### config.mk
export PLATFORM = sky130hd
export DESIGN_NAME = array_eval_sequencer
export DESIGN_NICKNAME = d
export VERILOG_FILES = /design/src/rtl/array_eval_sequencer.sv
export SDC_FILE = /design/constraint.sdc
export NUM_CORES = 1
export LEC_CHECK = 0
export CAP_MARGIN = 5
export CELL_PAD_IN_SITES_DETAIL_PLACEMENT = 0
export CELL_PAD_IN_SITES_GLOBAL_PLACEMENT = 1
export CORE_ASPECT_RATIO = 0.7
export CORE_UTILIZATION = 30
export DETAILED_ROUTE_END_ITERATION = 7
export GPL_TIMING_DRIVEN = 0
export PLACE_DENSITY = 0.64
export SYNTH_ARGS = -nofsm -noshare
export SYNTH_HDL_FRONTEND = slang
export SYNTH_SLANG_ARGS = --single-unit
### constraint.sdc
create_clock -name FPGA_CLK_50 -period 2.8 [get_ports FPGA_CLK_50]
set_input_delay 0.56 -clock FPGA_CLK_50 [delete_from_list [all_inputs] [get_ports FPGA_CLK_50]]
set_output_delay 0.56 -clock FPGA_CLK_50 [all_outputs]
set_load 0.05 [all_outputs]
### src/rtl/array_eval_sequencer.sv
// Loads a genome into the array config chain, sweeps all input vectors and scores the array output
// against a target truth table. Optional MISMATCH_LOG_EN adds a per-vector mismatch_map output.
module array_eval_sequencer #(
  parameter int N_IN    = 4,
  parameter int CFG_LEN = 64,
  parameter int CFG_W   = 8,
  parameter int SETTLE  = 4
) (
  input  logic                 FPGA_CLK_50,
  input  logic                 RESET,
  input  logic                 start,
  input  logic [CFG_W-1:0]     cfg_data,
  input  logic                 cfg_valid,
  output logic                 cfg_ready,
  input  logic [2**N_IN-1:0]   target,
  output logic                 arr_cfg_bit,
  output logic                 arr_cfg_shift,
  output logic [N_IN-1:0]      arr_in,
  input  logic                 arr_out,
  output logic                 busy,
  output logic                 done,
`ifdef MISMATCH_LOG_EN
  output logic [2**N_IN-1:0]   mismatch_map,
`endif
  output logic [N_IN:0]        fitness
);

  localparam int NV      = 2**N_IN;
  localparam int N_WORDS = CFG_LEN / CFG_W;
  localparam int BCW     = $clog2(CFG_LEN + 1);
  localparam int WCW     = $clog2(N_WORDS + 1);
  localparam int SHW     = $clog2(CFG_W + 1);
  localparam int SCW     = (SETTLE > 1) ? $clog2(SETTLE) : 1;

  localparam logic [BCW-1:0]  LAST_BIT    = BCW'(CFG_LEN - 1);
  localparam logic [WCW-1:0]  ALL_WORDS   = WCW'(N_WORDS);
  localparam logic [SHW-1:0]  SH_FULL     = SHW'(CFG_W);
  localparam logic [SHW-1:0]  SH_ONE      = SHW'(1);
  localparam logic [SCW-1:0]  SETTLE_LAST = SCW'(SETTLE - 1);
  localparam logic [N_IN:0]   LAST_VEC    = (N_IN+1)'(NV - 1);

  typedef enum logic [1:0] {IDLE, LOAD, EVAL, FIN} state_t;

  state_t              state_reg, state_next;
  logic [NV-1:0]       target_q;
  logic [CFG_W-1:0]    sh_data;
  logic [SHW-1:0]      sh_cnt;
  logic [BCW-1:0]      bit_cnt;
  logic [WCW-1:0]      word_cnt;
  logic [N_IN:0]       vec;
  logic [SCW-1:0]      settle_cnt;
  logic                accept_start;
  logic                sample;
  logic                handshake;

  always_ff @(posedge FPGA_CLK_50 or posedge RESET) begin
    if (RESET) state_reg <= IDLE;
    else       state_reg <= state_next;
  end

  always_comb begin
    state_next    = state_reg;
    cfg_ready     = 1'b0;
    arr_cfg_shift = 1'b0;
    accept_start  = 1'b0;
    sample        = 1'b0;
    busy          = 1'b0;
    done          = 1'b0;
    case (state_reg)
      IDLE: begin
        if (start) begin
          accept_start = 1'b1;
          state_next   = LOAD;
        end
      end
      LOAD: begin
        busy = 1'b1;
        // Ready on the last shift cycle too, so consecutive words stream gap-free.
        cfg_ready     = (sh_cnt <= SH_ONE) && (word_cnt < ALL_WORDS);
        arr_cfg_shift = (sh_cnt != '0);
        if (arr_cfg_shift && (bit_cnt == LAST_BIT)) state_next = EVAL;
      end
      EVAL: begin
        busy   = 1'b1;
        sample = (settle_cnt == SETTLE_LAST);
        if (sample && (vec == LAST_VEC)) state_next = FIN;
      end
      FIN: begin
        done       = 1'b1;
        state_next = IDLE;
      end
      default: state_next = IDLE;
    endcase
  end

  assign handshake   = cfg_valid && cfg_ready;
  assign arr_cfg_bit = sh_data[0];
  assign arr_in      = vec[N_IN-1:0];

  always_ff @(posedge FPGA_CLK_50 or posedge RESET) begin
    if (RESET) begin
      target_q   <= '0;
      sh_data    <= '0;
      sh_cnt     <= '0;
      bit_cnt    <= '0;
      word_cnt   <= '0;
      vec        <= '0;
      settle_cnt <= '0;
      fitness    <= '0;
    end else begin
      if (accept_start) begin
        target_q   <= target;
        sh_data    <= '0;
        sh_cnt     <= '0;
        bit_cnt    <= '0;
        word_cnt   <= '0;
        vec        <= '0;
        settle_cnt <= '0;
        fitness    <= '0;
      end

      if (handshake) begin
        sh_data  <= cfg_data;
        sh_cnt   <= SH_FULL;
        word_cnt <= word_cnt + 1'b1;
      end else if (arr_cfg_shift) begin
        sh_cnt <= sh_cnt - 1'b1;
        // Hold the final bit in place so a stall leaves arr_cfg_bit stable.
        if (sh_cnt != SH_ONE) sh_data <= sh_data >> 1;
      end

      if (arr_cfg_shift) bit_cnt <= bit_cnt + 1'b1;

      if (state_reg == EVAL) begin
        if (sample) begin
          settle_cnt <= '0;
          vec        <= vec + 1'b1;
          if (arr_out == target_q[vec[N_IN-1:0]]) fitness <= fitness + 1'b1;
        end else begin
          settle_cnt <= settle_cnt + 1'b1;
        end
      end

      if (state_reg == FIN) vec <= '0;
    end
  end

`ifdef MISMATCH_LOG_EN
  always_ff @(posedge FPGA_CLK_50 or posedge RESET) begin
    if (RESET) begin
      mismatch_map <= '0;
    end else if (accept_start) begin
      mismatch_map <= '0;
    end else if ((state_reg == EVAL) && sample && (arr_out != target_q[vec[N_IN-1:0]])) begin
      mismatch_map[vec[N_IN-1:0]] <= 1'b1;
    end
  end
`endif

endmodule

Word level (Yosys, flattened, before mapping)
Cells that the tools add are included.
W data, S select, Z words.
- equal/unequal tests: 11
- order comparisons: 3
- reductions and logical operators: 12
- add/subtract/negate cells: 6
- mux-type cells: 34
- operators with widths (kind ; number):
    $mux W5 ; 8
    $mux W8 ; 4
    $mux W4 ; 4
    $mux W7 ; 2
    $mux W2 ; 6
    $add A5 B1 Y5 const B ; 2
    $mux W1 ; 8
    $pmux W2 S4 ; 1
    $add A7 B1 Y7 const B ; 1
    $eq A7 B6 Y1 const B ; 1
    $eq A2 B2 Y1 const B ; 3
    $ne A2 B2 Y1 const B ; 3
    $reduce_bool A2 Y1 ; 3
    $eq A5 B4 Y1 const B ; 1
    $lt A4 B5 Y1 const B ; 1
    $add A4 B1 Y4 const B ; 1
    $bmux W1 S4 ; 1
    $le A4 B1 Y1 const B ; 1
    $logic_and A1 B1 Y1 ; 4
    $lt A4 B4 Y1 const B ; 1
    $ne A4 B1 Y1 const B ; 1
    $reduce_bool A4 Y1 ; 1
    $sub A4 B1 Y4 const B ; 1
    $reduce_and A3 Y1 ; 1
    other kinds (6) ; 6
- input port bits: 29
- bits in registers: 53
- output and inout port bits: 14
- word-level logic and storage cells: 75

Logic depth before layout (Yosys ltp)
Gate-level depths: netlist (run 1).
- depth after elaboration: 6
- gate-level depth with buffers: 8
- depth with buffers taken out: 8

Worst setup path before layout (run 1)
No wires, ideal clock.
- kind: reg2reg
- start: reg vec[0]
- end: reg fitness[2]
- buffers on the path: 1
- stages on the path, launching flop included: 7
- clock period less this slack: 2.153 ns
- library setup time: 0.120 ns
- data required time: 2.680 ns
- setup slack: 0.647 ns
- arrival: 2.033 ns
- cell sequence: dfrtp_1 > buf_6 > mux4_1 > mux4_2 > xnor2_4 > nand2_4 > a31o_1
- cells in the longest elaborated chain, start to end: 6
- RTL lines (item ; RTL line ; RTL):
    start, declared ; 50 ; logic [N_IN:0] vec;
    start signal, assigned ; 137 ; vec <= vec + 1'b1;
    $bmux W1 S4 ; 138 ; if (arr_out == target_q[vec[N_IN-1:0]]) fitness <= fitness + 1'b1;
    $mux W1 (not written as such) ; 138 ;
    $eq A1 B1 Y1 ; 138 ;
    $mux W5 ; 138 ;
    $mux W5 ; 135 ; if (sample) begin
    $mux W5 ; 134 ; if (state_reg == EVAL) begin
    end signal, assigned ; 138 ;
    end, declared ; 25 ; output logic [N_IN:0] fitness
Every way passes these cells. The select of a mux whose other input is x is not followed.
A chain may end at the register's enable or synchronous reset.

Final worst setup path (run 1)
- start: reg sh_cnt[0]
- end: out arr_cfg_shift
- cells in the longest elaborated chain, start to end: 2
- RTL lines (item ; RTL line ; RTL):
    start, declared ; 47 ; logic [SHW-1:0] sh_cnt;
    start signal, assigned ; 127 ; sh_cnt <= sh_cnt - 1'b1;
    $reduce_bool A4 Y1 ; 80 ; arr_cfg_shift = (sh_cnt != '0);
    $mux W1 ; 69 ; case (state_reg)
    end, declared ; 17 ; output logic arr_cfg_shift,
Every way passes these cells.

==> flow_metrics.tcl, run 1 <==
set metrics [dict create \
    wl_um 6110 \
    drive_gt1_share_pct 7.91 \
    fin_nets 358 \
    skew_ps 6.69 \
    p_leak_nw 1.63 \
    synth_seq_area_share_pct 47.8 \
    antenna_found_initial 0 \
    synth-seq-cells 53 \
    power_frac_seq_pct 36.3 \
    synth.net_count 308 \
    drc 0 \
    grt_overflow 0 \
    switchingPower_mw 1.29 \
    die_w_um 117 \
    cap_violations 0 \
    status "finished, final reports clean" \
    post-dp-hpwl_um 4420 \
    min_path_type "reg2reg" \
    clk_pin_slew_ps 70 \
    regArea_sq_mm 0.00133 \
    nFillCells 903 \
    cts_buffers 5 \
    clock.fmax_mhz 380 \
    netlist_area_sq_mm 0.00277 \
    drv_slew 0 \
    comb_power_share_pct 43.2 \
    cts_sinks 53 \
    setup_tns_ps 0 \
    n_antenna_cell 0 \
    finalSetupViolCount 0 \
    core.rowCount 28 \
    worstPathArrival_ps 2070 \
    final_cell_area_sq_mm 0.00353 \
    dp_cells 429 \
    path_class "reg2out" \
    peakVddDrop_mv 0.314 \
    period_minus_slack_ps 2630 \
    required_ps 2240 \
    final_antenna_net_count 0 \
    synth.distinct_cells 38 \
    regMostFlops "target_q" \
    internal_power_mw 2.04 \
    setup_slack_ps 166 \
    power.density_mw_per_mm2 946 \
    start_kind "register" \
    viasPerCell 4.75 \
    die_area_sq_mm 0.00964 \
    clk_latency_ps 280 \
    ioPinCount 43 \
    cts_tree "done" \
    tightest_slew_ps 680 \
    rr_startpoint "state_reg[0]$_DFFE_PP0P_" \
    synth_area_per_cell_sq_um 10.4 \
    slew_headroom_pct 54.6 \
    yosysWarnings 0 \
    reg.largest.list "target_q x16, sh_data x8, bit_cnt x7" \
    grt_start_max_net_pins 41 \
    core_sq_mm 0.00869 \
    grt_pass1_wl_um 10200 \
    grt_pass1_vias 1958 \
    grt_setup_unrepaired "false" \
    r2r_slack_ps 340 \
    fin_cells 436 \
    hold_depth 1 \
    area_growth_pct 27.3 \
    period_share_pct 94.1 \
    io_buffers 42 \
    r2r_end "target_q[9]$_DFFE_PP0P_" \
    min_to "target_q[13]$_DFFE_PP0P_" \
    max-clock-path-buffers 2 \
    hold_viol 0 \
    gp_congestion 0.709 \
    die_h_um 82.4 \
    drt_iter0_drc 49 \
    grt_use_total_pct 14.2 \
    htreeDepth 2 \
    first_pass_iters 4 \
    start_util_pct 31.9 \
    critPathMaxFanout 9 \
    wl_per_cell_um 14.0 \
    synthCells 266 \
    hp-start "target_q[13]$_DFFE_PP0P_" \
    dpl_cell_area_sq_mm 0.00336 \
    final_core_util_pct 40.6 \
    cts_hold_buf 0 \
    clock_power_share_pct 20.5 \
    vias 2070 \
    cts-root-buf "clkbuf_16" \
    multi_input_area_sq_mm 0.00133 \
    critPathCaptureType "primary output" \
    worstRegToRegCells 6 \
    power.share.switching_pct 38.8 \
    dp_slack_ps 17.1 \
    largest_reg_flops 16 \
]
[Yosys cell counts]
cell	n	share of area, %
a21oi_1	5	0.90
a22oi_1	2	0.54
a311oi_1	1	0.32
a31o_1	2	0.63
a31oi_1	8	1.8
and2_0	1	0.23
and2_1	5	1.1
and3_1	9	2.0
and3_2	1	0.27
buf_2	2	0.36
buf_4	4	1.1
buf_6	2	0.81
clkbuf_1	7	0.95
dfrtp_1	53	48
ha_1	13	5.9
inv_1	7	0.95
inv_2	2	0.27
mux2_1	17	6.9
mux2i_1	5	1.8
mux4_1	3	2.8
mux4_2	2	1.6
nand2_1	36	4.9
nand2_4	1	0.41
nand2b_1	3	0.68
nand3_1	11	2.0
nand3b_1	1	0.27
nor2_1	21	2.8
nor2b_1	5	1.1
nor3_1	1	0.18
nor3b_1	1	0.27
o2111ai_1	1	0.32
o211a_1	2	0.72
o211ai_1	1	0.27
o21ai_0	4	0.72
o21ai_1	21	3.8
o31ai_1	4	1.1
xnor2_4	1	0.99
xor2_1	1	0.32
[final cells by class]
cell class                 count  area share [%]
sequential                    53            37.6
multi-input combinational    189            37.6
clock inverter                 2           0.993
timing repair buffer          43            12.5
buffer                        15            2.52
tap                          120            4.26
inverter                       9           0.957
clock buffer                   5            3.55
[what timing repair did]
item                                    CTS  global route
endpoints found under the setup margin    2             1
setup buffers                             0             0
gates resized for setup                   2             1
[kinds of logic (layout without fill, tap and decap cells)]
kind of cell	after synthesis	in the layout	share of synthesized area, %
AOI/OAI and AO/OA	51	51	11.1
xor gates and xnor gates	2	2	1.31
adders and majority gates	13	13	5.87
buffers and inverters	24	74	4.42
DFF	53	53	47.8
muxes	27	27	13.2
and+or+nand+nor	96	96	16.3
[worst max path at each step]
stage | from | endpoint | slack, ps
floorplan | vec[0]$_DFF_PP0_ | fitness[2]$_DFF_PP0_ | 650
global route | sh_cnt[0]$_DFFE_PP0P_ | arr_cfg_shift | 30
finish | sh_cnt[0]$_DFFE_PP0P_ | arr_cfg_shift | 170
CTS | state_reg[1]$_DFFE_PP0P_ | cfg_ready | 0.3
detailed placement | start | target_q[9]$_DFFE_PP0P_ | 20
global placement | RESET | sh_data[3]$_DFF_PP0_ | -210
[through the flow]
stage / hold slack, ps / power (mW)
after floorplan: 445 / 2.25
after global placement: 462 / 2.64
after detailed placement: 471 / 2.68
after CTS: 485 / 3.38
after global routing: 497 / 3.60
final: 481 / 3.34
[routing by layer]
| metal | share of wire [%] | routed length, um | vias up | global-route usage [%] |
|---|---|---|---|---|
| met5 | 0 | 0 | - | 0 |
| met4 | 0.83 | 51 | 0 | 3.42 |
| met1 | 55 | 3370 | 996 | 21.8 |
| met3 | 3.6 | 218 | 4 | 3.36 |
| met2 | 40 | 2470 | 33 | 19.7 |
| li1 | - | - | 1037 | - |
[layout by cell type, fill, tap and decap left out, types with 5 or more instances in the layout]
cell type,count
a21oi_1,5
a31oi_1,8
and2_1,5
and3_1,9
clkbuf_1,7
clkbuf_16,5
clkdlybuf4s50_1,40
dfrtp_1,53
ha_1,13
inv_1,6
mux2_1,17
mux2i_1,5
nand2_1,36
nand3_1,11
nor2_1,21
nor2b_1,5
o21ai_1,20
[power groups by stage]
stage	clock network [mW]	logic (mW)	registers [mW]
floorplan	0	1.04	1.21
global placement	0	1.43	1.22
detailed placement	0	1.45	1.23
CTS	0.699	1.46	1.21
global route	0.736	1.62	1.25
finish	0.683	1.44	1.21
[worst max-delay path, stage by stage, from the launching register on]
cell and delay, ps:
dfrtp_1 410, inv_1 60, ha_1 250, nor3b_1 170, nand2b_1 190, inv_2 150, dlygate4sd2_1 550
No activity file was read; power rests on OpenSTA's default activity.
==> run 2: changes to the inputs <==
--- a/config.mk
+++ b/config.mk
@@ -5,14 +5,17 @@
 export SDC_FILE = /design/constraint.sdc
 export NUM_CORES = 1
 export LEC_CHECK = 0
+export ABC_AREA = 1
 export CAP_MARGIN = 5
 export CELL_PAD_IN_SITES_DETAIL_PLACEMENT = 0
 export CELL_PAD_IN_SITES_GLOBAL_PLACEMENT = 1
 export CORE_ASPECT_RATIO = 0.7
 export CORE_UTILIZATION = 30
+export CTS_CLUSTER_DIAMETER = 120
 export DETAILED_ROUTE_END_ITERATION = 7
 export GPL_TIMING_DRIVEN = 0
-export PLACE_DENSITY = 0.64
+export PLACE_DENSITY = 0.67
+export SLEW_MARGIN = 20
 export SYNTH_ARGS = -nofsm -noshare
 export SYNTH_HDL_FRONTEND = slang
 export SYNTH_SLANG_ARGS = --single-unit
==> flow_metrics.tcl, run 2 <==
set metrics [dict create \
    status "finished, final reports clean" \
    ys.flop_type "dfrtp_1" \
    fin_nets 428 \
    synthCells 337 \
    required_ps 2240 \
    min_to "target_q[3]$_DFFE_PP0P_" \
    final_antenna_net_count 0 \
    final_core_util_pct 38.8 \
    antenna_found_initial 0 \
    cp_common_cell "inv_1" \
    cts_tree "done" \
    synth_top_area_share_pct 47.6 \
    skew_ps 3.94 \
    area_growth_pct 25.8 \
    critPathMaxFanout 8 \
    period_share_pct 89.6 \
    final_common_cell "nand2_1" \
    core_sq_mm 0.00903 \
    worstRegToRegCells 7 \
    yosys.area.top_type "dfrtp_1" \
    synth_area_per_cell_sq_um 8.27 \
    worstPathArrival_ps 1950 \
    setup_slack_ps 291 \
    clk_latency_ps 290 \
    slew_headroom_pct 54.5 \
    yosysMostFrequentCell "nand2_1" \
    viasPerCell 4.58 \
    r2r_end "bit_cnt[6]$_DFFE_PP0P_" \
    dp_cells 503 \
    fin_cells 511 \
    wl_um 6480 \
    synth_edf_count 0 \
    ioPinCount 43 \
    cts_sinks 53 \
    p_leak_nw 1.65 \
    synth.net_count 379 \
    regMostFlops "target_q" \
    hold-worst-slack_ps 492 \
    path_class "reg2out" \
    n_antenna_cell 0 \
    peakVddDrop_mv 0.273 \
    critPathCaptureType "primary output" \
    synthArstFlopShare_pct 100 \
    cts_buffers 5 \
    drt_iter0_drc 113 \
    period_minus_slack_ps 2510 \
    grt_use_total_pct 15.1 \
    grt_start_max_net_pins 54 \
    core.rowCount 29 \
    netlist_area_sq_mm 0.00279 \
    cap_violations 0 \
    drv_slew 0 \
    mostFrequentLayoutCells "nand2_1 (81), dfrtp_1 (53), inv_1 (42)" \
    grt_overflow 0 \
    vias 2339 \
    dp_slack_ps 306 \
    wl_per_cell_um 12.7 \
    hp-start "target_q[3]$_DFFE_PP0P_" \
    max-clock-path-buffers 2 \
    synth_area_leaders "dfrtp_1 (48%), nand2_1 (11%), nand3_1 (7.0%)" \
    critPathSlowestCell "dlygate4sd2_1" \
    max_stage_delay_ps 560 \
    start_util_pct 30.8 \
    largest_reg_flops 16 \
    drc 0 \
    gp_congestion 0.747 \
    io_buffers 42 \
    synth_seq_area_share_pct 47.6 \
    cts-root-buf "clkbuf_16" \
    hold_depth 2 \
    die_area_sq_mm 0.00968 \
    power.density_mw_per_mm2 900 \
    start_kind "register" \
    rr_startpoint "state_reg[0]$_DFFE_PP0P_" \
    drive_gt1_share_pct 6.72 \
    min_path_type "reg2reg" \
    reg.largest.list "target_q x16, sh_data x8, bit_cnt x7" \
    post-dp-hpwl_um 4640 \
    synth_commonest_cells "nand2_1 (81), dfrtp_1 (53), inv_1 (43)" \
    yosysWarnings 0 \
    hold_viol 0 \
    power.total_mw 3.15 \
    grt_pass1_wl_um 11100 \
    first_pass_iters 4 \
    synth-seq-cells 53 \
    clk_pin_slew_ps 70 \
    htreeDepth 2 \
    synth.distinct_cells 36 \
    clock.fmax_mhz 399 \
    cts_hold_buf 0 \
    tightest_slew_ps 682 \
    finalSetupViolCount 0 \
    die_w_um 117 \
    r2r_slack_ps 840 \
    grt_pass1_vias 2245 \
    die_h_um 82.6 \
    grt_setup_unrepaired "false" \
    path_cells "inv_1 -> ha_1 -> inv_1 -> nor2_4 -> dlygate4sd2_1" \
]
-- run 2: critical path: cells and delay by family, from the launching register on --
family	cells	cell delay, ps
buffers and inverters	3	780
DFF	1	400
and+or+nand+nor	1	250
adders and majority gates	1	220
-- run 2: worst max-delay path by stage --
stage                     cells after the start  slack, ps                    end                startpoint
after global placement                        2       -240   sh_data[3]$_DFF_PP0_                     RESET
after global routing                          6        130          arr_cfg_shift     sh_cnt[0]$_DFFE_PP0P_
after detailed placement                      5        310          arr_cfg_shift  state_reg[1]$_DFFE_PP0P_
after CTS                                     5         40              cfg_ready  state_reg[1]$_DFFE_PP0P_
final                                         5        290          arr_cfg_shift  state_reg[1]$_DFFE_PP0P_
after floorplan                               8        640  sh_cnt[2]$_DFFE_PP0P_  state_reg[1]$_DFFE_PP0P_
-- run 2: cell type report --
| class | instances | area, sq um |
|---|---|---|
| clock buffers | 6 | 129 |
| inverters | 45 | 171 |
| repair buffers | 42 | 422 |
| clock inverters | 2 | 10.0 |
| fillers | 940 | 5530 |
| well taps | 124 | 155 |
| flip-flops and latches | 53 | 1330 |
| multi-input cells | 228 | 1220 |
| plain buffers | 11 | 73.8 |
-- run 2: what timing repair did --
action                                  CTS  global route
buffers inserted                          0             0
gates resized for setup                   1             1
pin swaps                                 0             0
endpoints found under the hold margin     0             0
endpoints found under the setup margin    1             1
-- run 2: metrics by stage --
stage                     TNS (ps)  area, sq um
final                            0         3500
after global routing             0         3500
after CTS                        0         3500
after detailed placement         0         3360
after global placement      -12640         3360
after floorplan                  0         2790
-- run 2: power by group --
part | leakage, nW | switching (mW) | internal (mW)
Sequential | 0.694 | 0.139 | 1.02
Clock | 0.0706 | 0.280 | 0.330
Combinational | 0.888 | 0.903 | 0.484
Total | 1.65 | 1.32 | 1.83
-- run 2: kinds of logic after synthesis --
family                   share of synthesized area (%)
buffers and inverters                             8.71
XOR/XNOR                                          1.89
flip-flops                                        47.6
adder cells (fa/ha/maj)                           5.84
AND/OR/NAND/NOR                                   23.9
AO/OA/AOI/OAI                                     12.1
-- run 2: per-layer routing --
layer | global-route usage, % | vias to the layer above | wire length, um
li1 | - | 1207 | -
met1 | 22.4 | 1088 | 3630
met2 | 21.9 | 37 | 2530
met3 | 3.58 | 7 | 255
met4 | 3.80 | 0 | 63
met5 | 0 | - | 0
==> run 3: changes to the inputs <==
--- a/config.mk
+++ b/config.mk
@@ -9,7 +9,6 @@
 export CAP_MARGIN = 5
 export CELL_PAD_IN_SITES_DETAIL_PLACEMENT = 0
 export CELL_PAD_IN_SITES_GLOBAL_PLACEMENT = 1
-export CORE_ASPECT_RATIO = 0.7
 export CORE_UTILIZATION = 30
 export CTS_CLUSTER_DIAMETER = 120
 export DETAILED_ROUTE_END_ITERATION = 7
==> flow_metrics.tcl, run 3 (synthesis results as in run 2) <==
set metrics [dict create \
    worstPathArrival_ps 1980 \
    regMostFlops "target_q" \
    min_path_type "reg2reg" \
    cts_buffers 5 \
    gp_congestion 0.792 \
    final_core_util_pct 39.1 \
    cts_resized 2 \
    io_buffers 42 \
    slew_headroom_pct 54.9 \
    final_antenna_net_count 0 \
    post-dp-hpwl_um 4570 \
    use_met1_pct 20.3 \
    cts_tree "done" \
    path_class "reg2out" \
    core_sq_mm 0.00885 \
    reg.largest.list "target_q x16, sh_data x8, bit_cnt x7" \
    mostFrequentLayoutCells "nand2_1 (81), dfrtp_1 (53), inv_1 (42)" \
    area_growth_pct 24.2 \
    grt_use_total_pct 14.3 \
    post_cts_buffers 0 \
    drc 0 \
    grt_start_max_net_pins 54 \
    fin_cells 495 \
    final_cell_area_sq_mm 0.00346 \
    antenna_found_initial 0 \
    finalSetupViolCount 0 \
    viasPerCell 4.63 \
    use_met3_pct 2.15 \
    die_h_um 98.4 \
    period_minus_slack_ps 2540 \
    start_kind "register" \
    cap_violations 0 \
    critPathMaxFanout 8 \
    drv_slew 0 \
    die_w_um 98.4 \
    clock.fmax_mhz 393 \
    start_util_pct 31.5 \
    tightest_slew_ps 676 \
    p_leak_nw 1.63 \
    vias 2293 \
    dpl_cell_area_sq_mm 0.00334 \
    first_pass_iters 6 \
    period_share_pct 90.8 \
    required_ps 2240 \
    fin_nets 428 \
    clk_pin_slew_ps 100 \
    grt_overflow 0 \
    max_stage_delay_ps 570 \
    power.density_mw_per_mm2 897 \
    grt_pass1_wl_um 11200 \
    max-clock-path-buffers 2 \
    cp_common_cell "inv_1" \
    clk_latency_ps 310 \
    drive_gt1_share_pct 6.98 \
    worstRegToRegCells 7 \
    largest_reg_flops 16 \
    critPathSlowestCell "dlygate4sd2_1" \
    drt_iter0_drc 101 \
    peakVddDrop_mv 0.302 \
    final_common_cell "nand2_1" \
    path_cells "inv_1 -> ha_1 -> inv_1 -> nor2_4 -> dlygate4sd2_1" \
    core.rowCount 34 \
    wl_per_cell_um 12.9 \
    dp_cells 487 \
    n_antenna_cell 0 \
    wl_um 6380 \
    cts_hold_buf 0 \
    hold_viol 0 \
    ioPinCount 43 \
    grt_busiest_layer "met2" \
    critPathCaptureType "primary output" \
    grt_pass1_vias 2371 \
    cts_sinks 53 \
    hold_depth 2 \
    gr-usage-met2_pct 22.6 \
    grt_setup_unrepaired "false" \
    die_area_sq_mm 0.00968 \
    status "finished, final reports clean" \
    skew_ps 8.21 \
    cts-root-buf "clkbuf_8" \
    htreeDepth 2 \
]
## run 3: worst max-delay path: cells and delay by family (launching register included)
kind | cells | cell delay [ps]
adders and majority gates | 1 | 220
DFF | 1 | 410
and+or+nand+nor | 1 | 240
buffers and inverters | 3 | 800
## run 3: stage by stage
stage	setup WS (ps)	hold WS, ps	total power [mW]	TNS, ps
floorplan	642	449	2.18	0
global placement	-201	473	2.56	-10480
detailed placement	309	476	2.59	0
CTS	227	502	3.15	0
global route	111	520	3.36	0
finish	258	499	3.10	0
## run 3: final cells by class
class	instances	area [sq um]
Fill cell	959	5390
Sequential cell	53	1330
Multi-Input combinational cell	228	1220
Timing Repair Buffer	42	418
Inverter	45	171
Tap cell	108	135
Clock buffer	6	82.6
Buffer	11	73.8
Clock inverter	2	37.5
## run 3: final timing paths
path                       slack [ps]                 endpoint                      from
hold / removal                    500  target_q[3]$_DFFE_PP0P_   target_q[3]$_DFFE_PP0P_
min in group asynchronous         700    sh_cnt[3]$_DFFE_PP0P_                     RESET
setup reg to reg                  860  target_q[1]$_DFFE_PP0P_  state_reg[0]$_DFFE_PP0P_
max in group asynchronous        1650    sh_cnt[2]$_DFFE_PP0P_                     RESET
setup / recovery                  260            arr_cfg_shift  state_reg[1]$_DFFE_PP0P_
hold reg to reg                   500  target_q[3]$_DFFE_PP0P_   target_q[3]$_DFFE_PP0P_
## run 3: where the power goes
group	internal (mW)	switching, mW
clock	0.291	0.269
sequential	1.02	0.140
combinational	0.482	0.907
## run 3: per-layer routing
| metal | part of all wire [%] | vias to the layer above |
|---|---|---|
| li1 | - | 1198 |
| met1 | 52 | 1054 |
| met2 | 44 | 35 |
| met3 | 2.4 | 6 |
| met4 | 1.1 | 0 |
| met5 | 0 | - |
